File: src/rtl/reg_writeback_queue.sv
// Write-side queue for the 16x16 register file: buffers execution results and
// drains one per cycle onto the write port, with bypass lookup of pending writes.
module reg_writeback_queue #(
    parameter int DATA_WIDTH     = 16,
    parameter int REG_ADDR_WIDTH = 4,
    parameter int DEPTH          = 4
) (
    input  logic                      clk,
    input  logic                      rst,
    input  logic                      in_valid,
    output logic                      in_ready,
    input  logic [REG_ADDR_WIDTH-1:0] in_addr,
    input  logic [DATA_WIDTH-1:0]     in_data,
    input  logic                      wr_stall,
    input  logic                      flush,
    output logic                      wr_en,
    output logic [REG_ADDR_WIDTH-1:0] wr_addr,
    output logic [DATA_WIDTH-1:0]     wr_data,
    input  logic [REG_ADDR_WIDTH-1:0] byp_addr1,
    input  logic [REG_ADDR_WIDTH-1:0] byp_addr2,
    output logic                      byp_hit1,
    output logic                      byp_hit2,
    output logic [DATA_WIDTH-1:0]     byp_data1,
    output logic [DATA_WIDTH-1:0]     byp_data2,
    output logic [$clog2(DEPTH):0]    count
);

    localparam int PTR_W = $clog2(DEPTH);
    localparam int CNT_W = PTR_W + 1;
    localparam logic [CNT_W-1:0] FULL_CNT = CNT_W'(DEPTH);

    logic [PTR_W-1:0]          head_q, head_d;
    logic [PTR_W-1:0]          tail_q, tail_d;
    logic [CNT_W-1:0]          count_q, count_d;
    logic [REG_ADDR_WIDTH-1:0] addr_mem_q [DEPTH];
    logic [REG_ADDR_WIDTH-1:0] addr_mem_d [DEPTH];
    logic [DATA_WIDTH-1:0]     data_mem_q [DEPTH];
    logic [DATA_WIDTH-1:0]     data_mem_d [DEPTH];
    logic                      wr_en_q, wr_en_d;
    logic [REG_ADDR_WIDTH-1:0] wr_addr_q, wr_addr_d;
    logic [DATA_WIDTH-1:0]     wr_data_q, wr_data_d;

    logic push_fire;
    logic store;
    logic pop;

    // Handshake: a transfer happens at a rising edge where in_valid && in_ready;
    // in_ready depends only on registered occupancy, never on in_valid or a pop.
    assign in_ready = (count_q < FULL_CNT);
    assign count    = count_q;
    assign wr_en    = wr_en_q;
    assign wr_addr  = wr_addr_q;
    assign wr_data  = wr_data_q;

    always_comb begin
        push_fire = in_valid && in_ready && !flush;
        store     = push_fire && (in_addr != '0);
        pop       = (count_q != '0) && !wr_stall && !flush;

        head_d     = head_q;
        tail_d     = tail_q;
        count_d    = count_q;
        addr_mem_d = addr_mem_q;
        data_mem_d = data_mem_q;
        wr_en_d    = 1'b0;
        wr_addr_d  = '0;
        wr_data_d  = '0;

        if (flush) begin
            head_d  = '0;
            tail_d  = '0;
            count_d = '0;
        end else begin
            if (pop) begin
                wr_en_d   = 1'b1;
                wr_addr_d = addr_mem_q[head_q];
                wr_data_d = data_mem_q[head_q];
                head_d    = head_q + PTR_W'(1);
            end
            // R0 writes complete the handshake but are never stored.
            if (store) begin
                addr_mem_d[tail_q] = in_addr;
                data_mem_d[tail_q] = in_data;
                tail_d             = tail_q + PTR_W'(1);
            end
            count_d = count_q + CNT_W'(store) - CNT_W'(pop);
        end
    end

    always_ff @(posedge clk or negedge rst) begin
        if (!rst) begin
            head_q     <= '0;
            tail_q     <= '0;
            count_q    <= '0;
            addr_mem_q <= '{default: '0};
            data_mem_q <= '{default: '0};
            wr_en_q    <= 1'b0;
            wr_addr_q  <= '0;
            wr_data_q  <= '0;
        end else begin
            head_q     <= head_d;
            tail_q     <= tail_d;
            count_q    <= count_d;
            addr_mem_q <= addr_mem_d;
            data_mem_q <= data_mem_d;
            wr_en_q    <= wr_en_d;
            wr_addr_q  <= wr_addr_d;
            wr_data_q  <= wr_data_d;
        end
    end

    logic [REG_ADDR_WIDTH-1:0] byp_addr_arr [2];
    logic                      byp_hit_arr  [2];
    logic [DATA_WIDTH-1:0]     byp_data_arr [2];
    logic [PTR_W-1:0]          byp_idx;

    assign byp_addr_arr[0] = byp_addr1;
    assign byp_addr_arr[1] = byp_addr2;
    assign byp_hit1        = byp_hit_arr[0];
    assign byp_hit2        = byp_hit_arr[1];
    assign byp_data1       = byp_data_arr[0];
    assign byp_data2       = byp_data_arr[1];

    // Scan oldest-to-youngest so later matches override: youngest FIFO entry wins,
    // and the write-port register only answers when no FIFO entry matches.
    always_comb begin
        byp_idx = '0;
        for (int p = 0; p < 2; p++) begin
            byp_hit_arr[p]  = 1'b0;
            byp_data_arr[p] = '0;
            if (wr_en_q && (wr_addr_q == byp_addr_arr[p])) begin
                byp_hit_arr[p]  = 1'b1;
                byp_data_arr[p] = wr_data_q;
            end
            for (int i = 0; i < DEPTH; i++) begin
                byp_idx = head_q + PTR_W'(i);
                if ((CNT_W'(i) < count_q) && (addr_mem_q[byp_idx] == byp_addr_arr[p])) begin
                    byp_hit_arr[p]  = 1'b1;
                    byp_data_arr[p] = data_mem_q[byp_idx];
                end
            end
            if (byp_addr_arr[p] == '0) begin
                byp_hit_arr[p]  = 1'b0;
                byp_data_arr[p] = '0;
            end
        end
    end

endmodule

File: config.mk
export PLATFORM = sky130hd
export DESIGN_NAME = reg_writeback_queue
export DESIGN_NICKNAME = d
export VERILOG_FILES = /design/src/rtl/reg_writeback_queue.sv
export SDC_FILE = /design/constraint.sdc
export NUM_CORES = 1
export LEC_CHECK = 0
export ABC_AREA = 1
export ABC_CLOCK_PERIOD_IN_PS = 2000
export CELL_PAD_IN_SITES_DETAIL_PLACEMENT = 1
export CELL_PAD_IN_SITES_GLOBAL_PLACEMENT = 1
export CORE_MARGIN = 2
export CORE_UTILIZATION = 37
export CTS_BUF_LIST = sky130_fd_sc_hd__clkbuf_8
export CTS_CLUSTER_DIAMETER = 120
export DETAILED_ROUTE_END_ITERATION = 8
export HOLD_SLACK_MARGIN = 0.02
export PLACE_DENSITY = 0.74
export SLEW_MARGIN = 30
export SYNTH_ARGS = -nofsm -noshare
export SYNTH_HDL_FRONTEND = slang
export SYNTH_SLANG_ARGS = --single-unit
File: constraint.sdc
create_clock -name clk -period 2 [get_ports clk]
set_input_delay 0.2 -clock clk [delete_from_list [all_inputs] [get_ports clk]]
set_output_delay 0.2 -clock clk [all_outputs]
set_load 0.1 [all_outputs]
==> run_results.csv <==
group,metric,value,unit
pwr,switching_power,14.3,mW
yosys,yosys.area_share.simple,36.2,%
yosys,ys_ff_latch,108,
route,post_drt_wl_per_cell,20.9,um
final_layout,multi_input_area,6340,um^2
yosys,syn_avg_cell_area,6.13,um^2
min_path,holdCritPathClass,"input port to asynchronous set/reset pin",
final_layout,layout_commonest_cell,"nand2_1",
pwr,p_leak,6.54,nW
sta,period_needed,3210,ps
setup_path,crit_path_max_fanout,9,
pwr,intPower,11.1,mW
yosys,synth_mux_area_share,0.772,%
placed_design,dp.final_hpwl,26600,um
final_layout,diodes,0,
final_layout,register_area,2710,um^2
sta,slew_violations,0,
yosys,synth_edf_count,0,
global_routing,overflow,0,
clock_network,numCtsBuffers,9,
pwr,swShare,56.4,%
global_routing,grt_use_total,27.6,%
yosys,yosysUniqueCellTypes,37,
yosys,ys.flop_type,"dfrtp_1",
run,cap_violations,0,
yosys,async_flop_share,100,%
setup_path,endpoint_kind,"output pin",
route,via_count,10917,
die,dieHeight,158,um
route,wl_met1,18500,um
placed_design,place_area,11900,um^2
sta,rsz0062_at_grt,"yes",
route,drc_errors,0,
global_routing,grt_max_degree,50,
setup_path,critPathSlowestCell,"dfrtp_1",
final_layout,utilization,59.4,%
route,met2_length,19200,um
sta,tns,-38310,ps
setup_path,cpPeakStageDelay,460,ps
clock_network,cts_tree,"built",
yosys,synthAdderAreaFrac,1.37,%
clock_network,clk_latency,420,ps
global_routing,antenna_found_initial,0,
die,fp-row-count,56,
final_layout,nFillCells,2884,
die,io_pins,92,
setup_path,crit_type,"flip-flop to output pin",
placed_design,pre_cts_slack,-632,ps
run_status,failed_checks,"negative setup slack",
final_layout,final_nets,1706,
setup_path,cp_num_buf_inv,4,
sta,whs,306,ps
sta,fin_ws,-1210,ps
clock_network,cts_max_level,3,
pwr,p_total,25.3,mW
global_routing,grt_pass1_vias,9879,
setup_path,cp.required,1800,ps
die,initial_core_util,37.5,%
die,floorplan.die_area,24900,um^2
setup_path,critPathLaunchType,"flip-flop",
yosys,synth_top_family_by_area,"simple AND/OR/NAND/NOR gates",
route,met3_length,2390,um
pwr,p_comb_share,79.8,%
sta,finalHoldViolations,0,
sta,relSlewSlack,63.8,%
sta,fin_skew,30.4,ps
final_layout,drive_gt1_share,36.2,%
yosys,ys_seq_area_share,30.9,%
die,core-area,23300,um^2
yosys,yosysWarnings,0,
yosys,synth_compound_area_share,16.6,%
clock_network,cts_buffer_depth,2,
run_status,status,"complete, but fails checks",
clock_network,cts-root-buf,"clkbuf_8",
pwr,seq_power_share,14.3,%
final_layout,area_growth,58.3,%
route,avgViaCountPerCell,5.49,
yosys,synth-xor-area-share,1.19,%
final_layout,stdcell_area,13900,um^2
setup_path,cp.arrival,3010,ps
pwr,power.density,1830,nW/um^2
placed_design,gp_congestion,0.889,
global_routing,grt_pass1_wl,53700,um
clock_network,cts_sinks,108,
route,routed_wl,41600,um
sta,worst_pin_slew,544,ps
route,top_layer,"met4",
sta,fmax,0.311,GHz
final_layout,mostFrequentLayoutCells,"nand2_1, inv_1, buf_4",
route,drtAntennaViolNets,0,
yosys,syn_inst,1429,
placed_design,place_inst,1923,
pwr,p_clk_share,5.9,%
die,fp.dieW,158,um
sta,period_share,161,%
clock_network,cts.reportedPaths.clkPinSlew,130,ps
pwr,vdd_ir_drop_max,0.813,mV
final_layout,fin_cells,1988,
setup_path,worstPathCellList,"inv_1 -> buf_4 -> nand2_4 -> nand2_8 -> nand2_4 -> nand3_1 -> nand2_2 -> nor2_4 -> nand3_4 -> clkbuf_16 -> nor2_2 -> nor2_1 -> a21oi_2 -> nor2_4 -> buf_12",
yosys,syn-cell-area,8750,um^2
route,drt_first_pass_iters,5,
yosys,synthesis.nets,1471,
setup_path,crit_family,"simple AND/OR/NAND/NOR gates",
route,drtIter0Drc,772,
sta,setup_viol_count_final,36,
placed_design,port_buffers,91,
[flip-flops by register name, indices dropped and copies added (netlist names)]
register,flops
data_mem_q,64
addr_mem_q,16
wr_data,16
wr_addr,4
count,3
head_q,2
tail_q,2
wr_en,1
[cell usage after synthesis, types with 6 or more instances]
cell      count  area share, %
nand2_1     403             17
o21ai_0     190             11
inv_1       186            8.0
nor2_1      185            7.9
dfrtp_1     108             31
nand3_1      77            4.4
a21oi_1      37            2.1
clkbuf_1     37            1.6
nand4_1      36            2.6
buf_2        32            1.8
o21ai_1      23            1.3
o21a_1       18            1.5
or2_2        18            1.3
xor2_1        9           0.90
ha_1          8            1.1
buf_6         7           0.90
nand2_2       7           0.50
nand3_2       7           0.80
buf_4         6           0.51
mux2_2        6           0.77
[layer usage]
metal	track usage (%)	vias up
met5	0	-
met4	3.38	0
met3	3.26	122
met2	43.2	431
met1	41.9	5382
li1	-	4982
[timing repair]
action	in CTS	in global routing
hold buffers	1	0
endpoints found under the hold margin	32	0
setup buffers	5	22
pin swaps	22	79
cloned	1	18
resized for setup	57	246
setup endpoints to repair	124	122
[area by class of cell]
class | count | area share (%)
Inverter | 191 | 5.27
Timing Repair Buffer | 302 | 25.1
Sequential cell | 108 | 19.6
Multi-Input combinational cell | 1052 | 45.7
Tap cell | 319 | 2.88
Clock inverter | 6 | 0.452
Clock buffer | 10 | 0.993
[path summary, 6_finish.rpt]
check	end	slack [ps]	depth (start not counted)	start
setup reg to reg	count[1]	-110	11	count[2]
hold / removal	head_q[0]	310	2	rst
setup / recovery	byp_data1[5]	-1210	15	head_q[1]
hold reg to reg	data_mem_q[41]	550	2	data_mem_q[41]
max in group asynchronous	data_mem_q[33]	1020	3	rst
min in group clk	data_mem_q[30]	410	3	in_data[14]
[cell families after synthesis]
group,Yosys count
AND/OR/NAND/NOR,746
AO/OA/AOI/OAI,276
buffers and inverters,273
flip-flops,108
XOR/XNOR,11
adder cells (fa/ha/maj),9
multiplexers,6
[power by group through the flow]
stage	Combinational [mW]	Clock, mW	Sequential (mW)
2_1_floorplan	9.54	0	4.10
3_3_place_gp	16.0	0	3.53
3_5_place_dp	16.5	0	3.61
4_1_cts	17.1	1.49	3.55
5_1_grt	21.3	1.60	3.72
6_report	20.2	1.49	3.63
(Power assumes the default switching activity.)
